**config.mk**
```make
export PLATFORM = sky130hd
export DESIGN_NAME = nibble_serial_add_16_flat
export DESIGN_NICKNAME = d
export VERILOG_FILES = /design/src/rtl/adder_pkg.sv /design/src/rtl/nibble_serial_add_16_if.sv /design/src/rtl/ripple_add_4bit_dataflow.sv /design/src/rtl/nibble_serial_add_16.sv /design/src/flat_wrapper.sv
export SDC_FILE = /design/constraint.sdc
export NUM_CORES = 1
export LEC_CHECK = 0
export BUFFER_PORTS_ARGS = -buffer_cell sky130_fd_sc_hd__buf_4
export CORE_UTILIZATION = 30
export DETAILED_ROUTE_END_ITERATION = 10
export GPL_ROUTABILITY_DRIVEN = 0
export PLACE_DENSITY = 0.54
export REMOVE_ABC_BUFFERS = 1
export SYNTH_ARGS = -nofsm -noshare
export SYNTH_HDL_FRONTEND = slang
export SYNTH_SLANG_ARGS = --single-unit
```
**constraint.sdc**
```tcl
create_clock -name clk -period 3.53 [get_ports clk]
set_input_delay 0.353 -clock clk [delete_from_list [all_inputs] [get_ports clk]]
set_output_delay 0.353 -clock clk [all_outputs]
set_load 0.005 [all_outputs]
```
**src/rtl/adder_pkg.sv**
```systemverilog
// Shared types and constants for the nibble-serial adder slice.
package adder_pkg;

  localparam int NIBBLE_W = 4;

  typedef enum logic [1:0] {
    IDLE,
    ADD,
    DONE
  } state_t;

endpackage

```
**src/rtl/nibble_serial_add_16_if.sv**
```systemverilog
// Operand/result handshake bundle for nibble_serial_add_16.
interface nibble_serial_add_16_if
  import adder_pkg::*;
#(
  parameter int NIBBLES = 4
);

  localparam int W = NIBBLES * NIBBLE_W;

  logic         in_valid;
  logic         in_ready;
  logic [W-1:0] a;
  logic [W-1:0] b;
  logic         carry_in;
  logic         out_valid;
  logic         out_ready;
  logic [W-1:0] sum;
  logic         carry_out;

  modport master (
    output in_valid, a, b, carry_in, out_ready,
    input  in_ready, out_valid, sum, carry_out
  );

  modport slave (
    input  in_valid, a, b, carry_in, out_ready,
    output in_ready, out_valid, sum, carry_out
  );

endinterface

```
**src/rtl/ripple_add_4bit_dataflow.sv**
```systemverilog
// 4-bit ripple-carry adder slice: full-adder equations chained LSB to MSB.
module ripple_add_4bit_dataflow
  import adder_pkg::*;
(
  input  logic [NIBBLE_W-1:0] a_i,
  input  logic [NIBBLE_W-1:0] b_i,
  input  logic                c_i,
  output logic [NIBBLE_W-1:0] s_o,
  output logic                c_o
);

  logic carry;

  // Carry kept in a scalar walked through the bits so no vector feeds itself.
  always_comb begin
    s_o   = '0;
    carry = c_i;
    for (int unsigned i = 0; i < NIBBLE_W; i++) begin
      s_o[i] = a_i[i] ^ b_i[i] ^ carry;
      carry  = (a_i[i] & b_i[i]) | (carry & (a_i[i] ^ b_i[i]));
    end
    c_o = carry;
  end

endmodule

```
**src/rtl/nibble_serial_add_16.sv**
```systemverilog
// Nibble-serial adder: captures a/b/carry_in, adds one nibble per cycle
// through a single 4-bit slice, and holds the result until consumed.
module nibble_serial_add_16
  import adder_pkg::*;
#(
  parameter int NIBBLES = 4
)(
  input logic                   clk,
  input logic                   rst,
  nibble_serial_add_16_if.slave bus
);

  localparam int                W        = NIBBLES * NIBBLE_W;
  localparam int                IDX_W    = (NIBBLES > 1) ? $clog2(NIBBLES) : 1;
  localparam logic [IDX_W-1:0]  IDX_LAST = IDX_W'(NIBBLES - 1);

  state_t               state_q, state_d;
  logic [IDX_W-1:0]     idx_q, idx_d;
  logic                 carry_q, carry_d;
  logic [W-1:0]         a_q, a_d;
  logic [W-1:0]         b_q, b_d;
  logic [W-1:0]         sum_q, sum_d;
  logic                 cout_q, cout_d;

  logic [NIBBLE_W-1:0]  nib_a, nib_b, nib_s;
  logic                 nib_co;

  // Nibble select as an explicit mux so idx can never reach past the top slice.
  always_comb begin
    nib_a = '0;
    nib_b = '0;
    for (int unsigned i = 0; i < NIBBLES; i++) begin
      if (idx_q == IDX_W'(i)) begin
        nib_a = a_q[i*NIBBLE_W +: NIBBLE_W];
        nib_b = b_q[i*NIBBLE_W +: NIBBLE_W];
      end
    end
  end

  ripple_add_4bit_dataflow u_slice (
    .a_i (nib_a),
    .b_i (nib_b),
    .c_i (carry_q),
    .s_o (nib_s),
    .c_o (nib_co)
  );

  always_ff @(posedge clk or posedge rst) begin
    if (rst) begin
      state_q <= IDLE;
      idx_q   <= '0;
      carry_q <= 1'b0;
      a_q     <= '0;
      b_q     <= '0;
      sum_q   <= '0;
      cout_q  <= 1'b0;
    end else begin
      state_q <= state_d;
      idx_q   <= idx_d;
      carry_q <= carry_d;
      a_q     <= a_d;
      b_q     <= b_d;
      sum_q   <= sum_d;
      cout_q  <= cout_d;
    end
  end

  always_comb begin
    state_d = state_q;
    idx_d   = idx_q;
    carry_d = carry_q;
    a_d     = a_q;
    b_d     = b_q;
    sum_d   = sum_q;
    cout_d  = cout_q;
    unique case (state_q)
      IDLE: begin
        if (bus.in_valid) begin
          a_d     = bus.a;
          b_d     = bus.b;
          carry_d = bus.carry_in;
          idx_d   = '0;
          state_d = ADD;
        end
      end
      ADD: begin
        for (int unsigned i = 0; i < NIBBLES; i++) begin
          if (idx_q == IDX_W'(i)) begin
            sum_d[i*NIBBLE_W +: NIBBLE_W] = nib_s;
          end
        end
        carry_d = nib_co;
        if (idx_q == IDX_LAST) begin
          idx_d   = '0;
          cout_d  = nib_co;
          state_d = DONE;
        end else begin
          idx_d = idx_q + IDX_W'(1);
        end
      end
      DONE: begin
        if (bus.out_ready) begin
          state_d = IDLE;
        end
      end
      default: state_d = IDLE;
    endcase
  end

  assign bus.in_ready  = (state_q == IDLE);
  assign bus.out_valid = (state_q == DONE);
  assign bus.sum       = sum_q;
  assign bus.carry_out = cout_q;

endmodule
```
**src/flat_wrapper.sv**
```systemverilog
// flat-port wrapper written by rule: the top's interface ports become plain ports
module nibble_serial_add_16_flat import adder_pkg::*;
#(
  parameter int NIBBLES = 4
)
  (clk, rst, bus_in_valid, bus_a, bus_b, bus_carry_in, bus_out_ready, bus_in_ready, bus_out_valid, bus_sum, bus_carry_out);
  nibble_serial_add_16_if #(.NIBBLES(NIBBLES)) bus_i ();
  input logic clk;
  input logic rst;
  input wire logic [$bits(bus_i.in_valid)-1:0] bus_in_valid;
  input wire logic [$bits(bus_i.a)-1:0] bus_a;
  input wire logic [$bits(bus_i.b)-1:0] bus_b;
  input wire logic [$bits(bus_i.carry_in)-1:0] bus_carry_in;
  input wire logic [$bits(bus_i.out_ready)-1:0] bus_out_ready;
  output wire logic [$bits(bus_i.in_ready)-1:0] bus_in_ready;
  output wire logic [$bits(bus_i.out_valid)-1:0] bus_out_valid;
  output wire logic [$bits(bus_i.sum)-1:0] bus_sum;
  output wire logic [$bits(bus_i.carry_out)-1:0] bus_carry_out;
  assign bus_i.in_valid = bus_in_valid;
  assign bus_i.a = bus_a;
  assign bus_i.b = bus_b;
  assign bus_i.carry_in = bus_carry_in;
  assign bus_i.out_ready = bus_out_ready;
  assign bus_in_ready = bus_i.in_ready;
  assign bus_out_valid = bus_i.out_valid;
  assign bus_sum = bus_i.sum;
  assign bus_carry_out = bus_i.carry_out;
  nibble_serial_add_16 #(.NIBBLES(NIBBLES)) u_core (.clk(clk), .rst(rst), .bus(bus_i));
endmodule
```
==> reports/results.ini, run 1 <==
[setup_path]
worstRegToRegCells=13
cp.arrival_ns=3.49
endpoint_kind=flop
cp_slowest_cell=fa_1
slowest_delay_ns=0.46
critPathLaunchType=flop
startpoint=u_core.idx_q[0]
regToRegStartpoint=u_core.idx_q[0]
worstSetupPathType=flop to flop
cp.required_ns=3.73
r2r_end=u_core.bus.sum[7]
reg2reg_setup_slack_ns=0.25
endpoint=u_core.bus.sum[7]
path_cells=inv_1 > ha_1 > nor2b_1 > a221o_1 > o211ai_1 > fa_1 > inv_1 > fa_1 > inv_1 > fa_1 > inv_1 > fa_1 > mux2_2
path_max_fanout=5

[yosys]
synthTopCellsByArea=dfrtp_1 (55%), mux2_2 (17%), fa_1 (3.3%), o21ai_0 (2.7%), nand2_1 (2.5%)
yosysSeqAreaShare_pct=55.3
syn-instance-count=190
syn_area_per_cell_um2=12.9
netlist.area_leader.share_pct=55.3
synth_top_cell_by_area=dfrtp_1
async_flop_share_pct=100
yosysWarnings=0
ys_ff_latch=54
synth_cell_types=27
syn_area_um2=2440
synth_flop_cell=dfrtp_1
synth_enable_flop_cells=0

[clock_network]
cts_made_buffers=5
root_buffer=clkbuf_8
cts_sinks=54
cts_tree=built
clock_path_buffers=2
cts_max_level=2
insertion_delay_ns=0.31
cts_resized=0
cts_hold_repair.buffers=0
post-cts-setup-buffers=0
cts.clk_slew.worst_paths_ns=0.10

[floorplanning]
die_area_um2=8510
ios=56
initial_core_util_pct=31.3
die_h_um=92.3
core.rowCount=32
coreArea_um2=7810
die_w_um=92.3

[drt]
vias=1620
viasPerCell=4.62
ant_nets=0
first_pass_iters=4
drc=0
drt-wirelength-per-cell_um=14.7
wirelength_mm=5.17
drtIter0Drc=65

[timing]
fin_crit_ns=3.28
min_period_over_period_pct=93.1
rsz0062_at_grt=false
final_max_slew_viol_count=0
slew_headroom_pct=27.9
fmax_mhz=304
tightestPinTransition_ns=1.08
holdWs_ns=0.235
final_hold_viol_count=0
setup_ws_ns=0.245
setup_tns_ns=0
skew_ns=0.0133
setup_viol=0

[power_and_ir_drop]
power_mw=3.11
p_leak_nw=1.40
peakVddDrop_mv=0.400
switching_share_pct=36.9
p_clk_share_pct=13.1
switching_power_mw=1.15
combPwrFrac_pct=49.7
p_int_mw=1.96
seqPwrFrac_pct=37.2
p_per_area_nw_per_um2=1010

[global_routing]
grt_max_degree=53
grt_pass1_vias=1636
grt_antenna_before_repair=0
overflow=0
grtUsageTotal_pct=13.1
grt_pass1_wl_mm=8.54

[final_layout]
antenna_cells=0
drive_gt1_share_pct=42.2
final_nets=293
area_growth_pct=25.3
finalNonFillerCells=351

[place]
dp_slack_ns=0.208
io_buffers=55
dp_cells=343
dp_hpwl_mm=3.95

[run_status]
outcome=complete, no violations

[job]
drv_cap=0

[min_path]
holdPathStages=2
hp-class=primary input to flop

[synthesized netlist by cell type, drive strengths merged, types with 4 or more instances]
library cell and n:
a221oi 6, nor2 9, ha 4, dfrtp 54, mux2 39, buf 7
fa 4, nand3b 4, nand2 16, a221o 4, o21ai 13, inv 12
[power groups by stage]
stage	clock network [mW]	logic [mW]	registers, mW
2_1_floorplan	0	1.04	1.10
3_3_place_gp	0	1.52	1.18
3_5_place_dp	0	1.57	1.18
4_1_cts	0.420	1.58	1.16
5_1_grt	0.450	1.75	1.20
6_report	0.407	1.54	1.16
[worst max-delay path: cells and delay by family (launching register included)]
kind	cells	cell delay, ns
AOI/OAI and AO/OA	2	0.32
and+or+nand+nor	1	0.31
DFF	1	0.43
adders and majority gates	5	1.54
muxes	1	0.28
buffers and inverters	4	0.30
[routing by layer]
| metal | vias up | global-route usage [%] | wire length [µm] |
|---|---|---|---|
| li1 | 784 | - | - |
| met1 | 783 | 18.8 | 2570 |
| met2 | 48 | 19.7 | 2310 |
| met3 | 5 | 2.99 | 244 |
| met4 | 0 | 3.91 | 45 |
| met5 | - | 0 | 0 |
[state kept, by name (all words and copies together) (netlist names)]
| register | count |
|---|---|
| u_core.a_q | 16 |
| u_core.b_q | 16 |
| u_core.bus.sum | 16 |
| u_core.idx_q | 2 |
| u_core.state_q | 2 |
| u_core.bus.carry_out | 1 |
| u_core.carry_q | 1 |
[area by class of cell]
class                   instances  area, µm²
inverters                      12       45.0
well taps                     102        128
fillers                       773       4740
repair buffers                 60        450
clock buffers                   7       76.3
flip-flops and latches         54       1350
multi-input cells             115        983
clock inverters                 1       30.0
[per-stage QoR]
step | utilization, % | cell area (µm²)
after floorplan | - | 2380
after global placement | 37.9 | 2960
after detailed placement | 37.9 | 2960
after CTS | 39.2 | 3060
after global routing | 39.2 | 3060
final | 39.2 | 3060
[worst min-delay path by stage]
stage	startpoint	end	slack (ns)
final	bus_out_ready	u_core.state_q[1]	0.24
after detailed placement	u_core.bus.sum[2]	u_core.bus.sum[2]	0.47
after floorplan	u_core.b_q[15]	u_core.b_q[15]	0.46
after CTS	bus_out_ready	u_core.state_q[1]	0.23
after global routing	bus_out_ready	u_core.state_q[1]	0.23
after global placement	u_core.bus.sum[12]	u_core.bus.sum[12]	0.47
[cell families (layout without fill, tap and decap cells)]
kind of cell    after synthesis  count (layout)  synth area share (%)
flops                        54              54                  55.3
mux                          40              40                  18.4
simple gates                 35              35                  7.27
compound gates               32              32                  9.16
buf+inv                      21              80                  4.61
fa+ha+maj                     8               8                  5.32
[placed cells by master (no fill, tap or decap), drive strengths merged, types with 2 or more instances in the layout]
master  instances
buf            60
dfrtp          54
mux2           39
nand2          16
o21ai          13
inv            12
nor2            9
clkbuf          7
a221oi          6
nand3b          4
a221o           4
fa              4
ha              4
nor2b           2
o22ai           2
o221ai          2
o211ai          2
Power figures use the tool's default switching activity.
==> run 2: changes to the inputs <==
--- a/config.mk
+++ b/config.mk
@@ -13,4 +13,5 @@
 export REMOVE_ABC_BUFFERS = 1
 export SYNTH_ARGS = -nofsm -noshare
 export SYNTH_HDL_FRONTEND = slang
+export SYNTH_HIERARCHICAL = 1
 export SYNTH_SLANG_ARGS = --single-unit
==> run 2 against run 1 <==
Effect of this change: global-route usage shrank 0.54 points; die area grew 9.3%; routed wire length grew 3.7%; clock power is essentially flat; final area grew 8.8%; non-clock buffer count grew 2; critical path type unchanged.
==> reports/results.ini, run 2 <==
[run_status]
outcome=complete, no violations

[timing]
skew_ns=0.00561
final_hold_viol_count=0
setup_tns_ns=0
rsz0062_at_grt=false
min_period_over_period_pct=93.5
fin_crit_ns=3.30
tightestPinTransition_ns=1.12
slew_headroom_pct=25.1
fmax_mhz=303
setup_viol=0
setup_ws_ns=0.228
final_max_slew_viol_count=0

[drt]
wirelength_mm=5.36
vias=1631
ant_nets=0
drc=0
first_pass_iters=4
viasPerCell=4.57
drtIter0Drc=35
drt-wirelength-per-cell_um=15.0

[min_path]
hp-class=primary input to flop

[global_routing]
grt_pass1_wl_mm=8.71
overflow=0
grt_pass1_vias=1716
grtUsageTotal_pct=12.6
grt_max_degree=55
grt_antenna_before_repair=0

[floorplanning]
coreArea_um2=8680
ios=56
die_h_um=96.5
die_w_um=96.5
core.rowCount=34
die_area_um2=9310
initial_core_util_pct=30.9

[yosys]
async_flop_share_pct=100
synthTopCellsByArea=dfrtp_1 (50%), mux2_4 (26%), a221oi_1 (3.9%), fa_1 (3.0%), inv_1 (2.7%)
synth_simple_gate_area_share_pct=6.54
yosys.area_share.xor_xnor_pct=0
syn_area_per_cell_um2=14.4
yosysWarnings=6
syn_area_um2=2680
netlist.area_leader.share_pct=50.5
muxShareOfSynthArea_pct=27.2
synth_compound_area_share_pct=6.31
synthAdderAreaFrac_pct=4.86
synth_top_family_by_area=multiplexers
ys_ff_latch=54
yosysSeqAreaShare_pct=50.5
synth_enable_flop_cells=0
synth_flop_cell=dfrtp_1
synth_cell_types=27
synth_common_cells=dfrtp_1 (54), mux2_4 (47), inv_1 (19)
synth.most_common_cell=dfrtp_1
syn-instance-count=186
synth_top_cell_by_area=dfrtp_1

[setup_path]
path_cells=inv_1 > ha_1 > nor2b_1 > buf_4 > a221oi_1 > nor2_1 > fa_1 > inv_1 > fa_1 > inv_1 > fa_1 > inv_1 > fa_1 > inv_1 > mux2_4
cp_slowest_cell=dfrtp_1
regToRegStartpoint=u_core/idx_q[0]
path_max_fanout=6
reg2reg_setup_slack_ns=0.23
cp.depth=15
worstRegToRegCells=15
path_common_cell=inv_1
path_buf_inv=6
cp.arrival_ns=3.55
slowest_delay_ns=0.42
critPathLaunchType=flop
r2r_end=u_core/bus.sum[3]
endpoint=u_core/bus.sum[3]
endpoint_kind=flop
worstSetupPathType=flop to flop
cp.required_ns=3.78
cpLargestDelayFamily=adder cells
startpoint=u_core/idx_q[0]

[final_layout]
final_nets=293
post-route-util_pct=38.4
final_cell_area_um2=3330
area_growth_pct=24.5
drive_gt1_share_pct=51.0
mostFrequentLayoutCells=buf_4 (62), dfrtp_1 (54), mux2_4 (47)
final.fill_count=893
finalNonFillerCells=357
final_common_cell=buf_4
antenna_cells=0

[power_and_ir_drop]
p_per_area_nw_per_um2=1070
peakVddDrop_mv=0.302
p_leak_nw=1.67

[clock_network]
cts_sinks=54
insertion_delay_ns=0.30
cts_tree=built
cts_resized=0
root_buffer=clkbuf_8
clock_path_buffers=2
cts_max_level=2
cts_made_buffers=5
cts_hold_repair.buffers=0
cts.clk_slew.worst_paths_ns=0.09
post-cts-setup-buffers=0

[place]
io_buffers=55
dp_cells=349
dp_hpwl_mm=4.03
placed_area_um2=3230
dp_slack_ns=0.260

[job]
drv_cap=0

## run 2: changes by cell type after synthesis, moves of 2 or more
cell	delta
o22ai_1	+2
mux2_2	-34
mux2_4	+47
mux2_1	-3
nand2_1	-13
o211ai_1	-2
o21ai_1	+2
o21ai_0	-13
a221oi_1	+6
inv_1	+7
nand2_4	+4
o221ai_1	-2
a221o_1	-4
nand3b_1	-4
## run 2: worst register-to-register path, cell delays in order (launching register included)
cell and delay, ns:
dfrtp_1 0.42, inv_1 0.08, ha_1 0.26, nor2b_1 0.17
buf_4 0.16, a221oi_1 0.25, nor2_1 0.13, fa_1 0.40
inv_1 0.08, fa_1 0.15, inv_1 0.05, fa_1 0.35
inv_1 0.07, fa_1 0.40, inv_1 0.11, mux2_4 0.15
## run 2: kinds of logic after synthesis
kind of cell | after synthesis
buf+inv | 26
mux | 49
simple gates | 27
flops | 54
fa+ha+maj | 8
compound gates | 22
## run 2: worst min-delay path by stage
stage                   startpoint                end  slack [ns]  cells after the start
floorplan            bus_out_ready  u_core/state_q[1]        0.44                      1
global placement    u_core/a_q[15]     u_core/a_q[15]        0.50                      1
detailed placement  u_core/a_q[14]     u_core/a_q[14]        0.49                      1
CTS                  bus_out_ready  u_core/state_q[1]        0.20                      2
global route         bus_out_ready  u_core/state_q[1]        0.20                      2
finish               bus_out_ready  u_core/state_q[1]        0.21                      2
## run 2: routing by layer
layer	GRT usage [%]	share of wire, %	up-vias
met5	0	0	-
met4	4.29	1.8	0
met3	2.90	4.8	14
met2	19.8	46	48
met1	17.0	47	802
li1	-	-	767
## run 2: through the flow
step	hold WS (ns)	total power, mW
after detailed placement	0.494	3.20
after global placement	0.500	3.15
final	0.213	3.57
after CTS	0.205	3.62
after global routing	0.196	3.86
after floorplan	0.445	2.58
## run 2: where the power goes
group | switching, mW | internal, mW | total, mW
clock network | 0.197 | 0.209 | 0.406
logic | 0.872 | 1.13 | 2.00
registers | 0.217 | 0.946 | 1.16
total | 1.29 | 2.29 | 3.57
## run 2: area by class of cell
cell class / instances / area [µm²] / area share, %
Timing Repair Buffer: 62 / 465 / 14.0
Clock inverter: 3 / 40.0 / 1.20
Inverter: 19 / 71.3 / 2.14
Multi-Input combinational cell: 106 / 1200 / 36.1
Tap cell: 108 / 135 / 4.05
Clock buffer: 5 / 68.8 / 2.06
Sequential cell: 54 / 1350 / 40.5
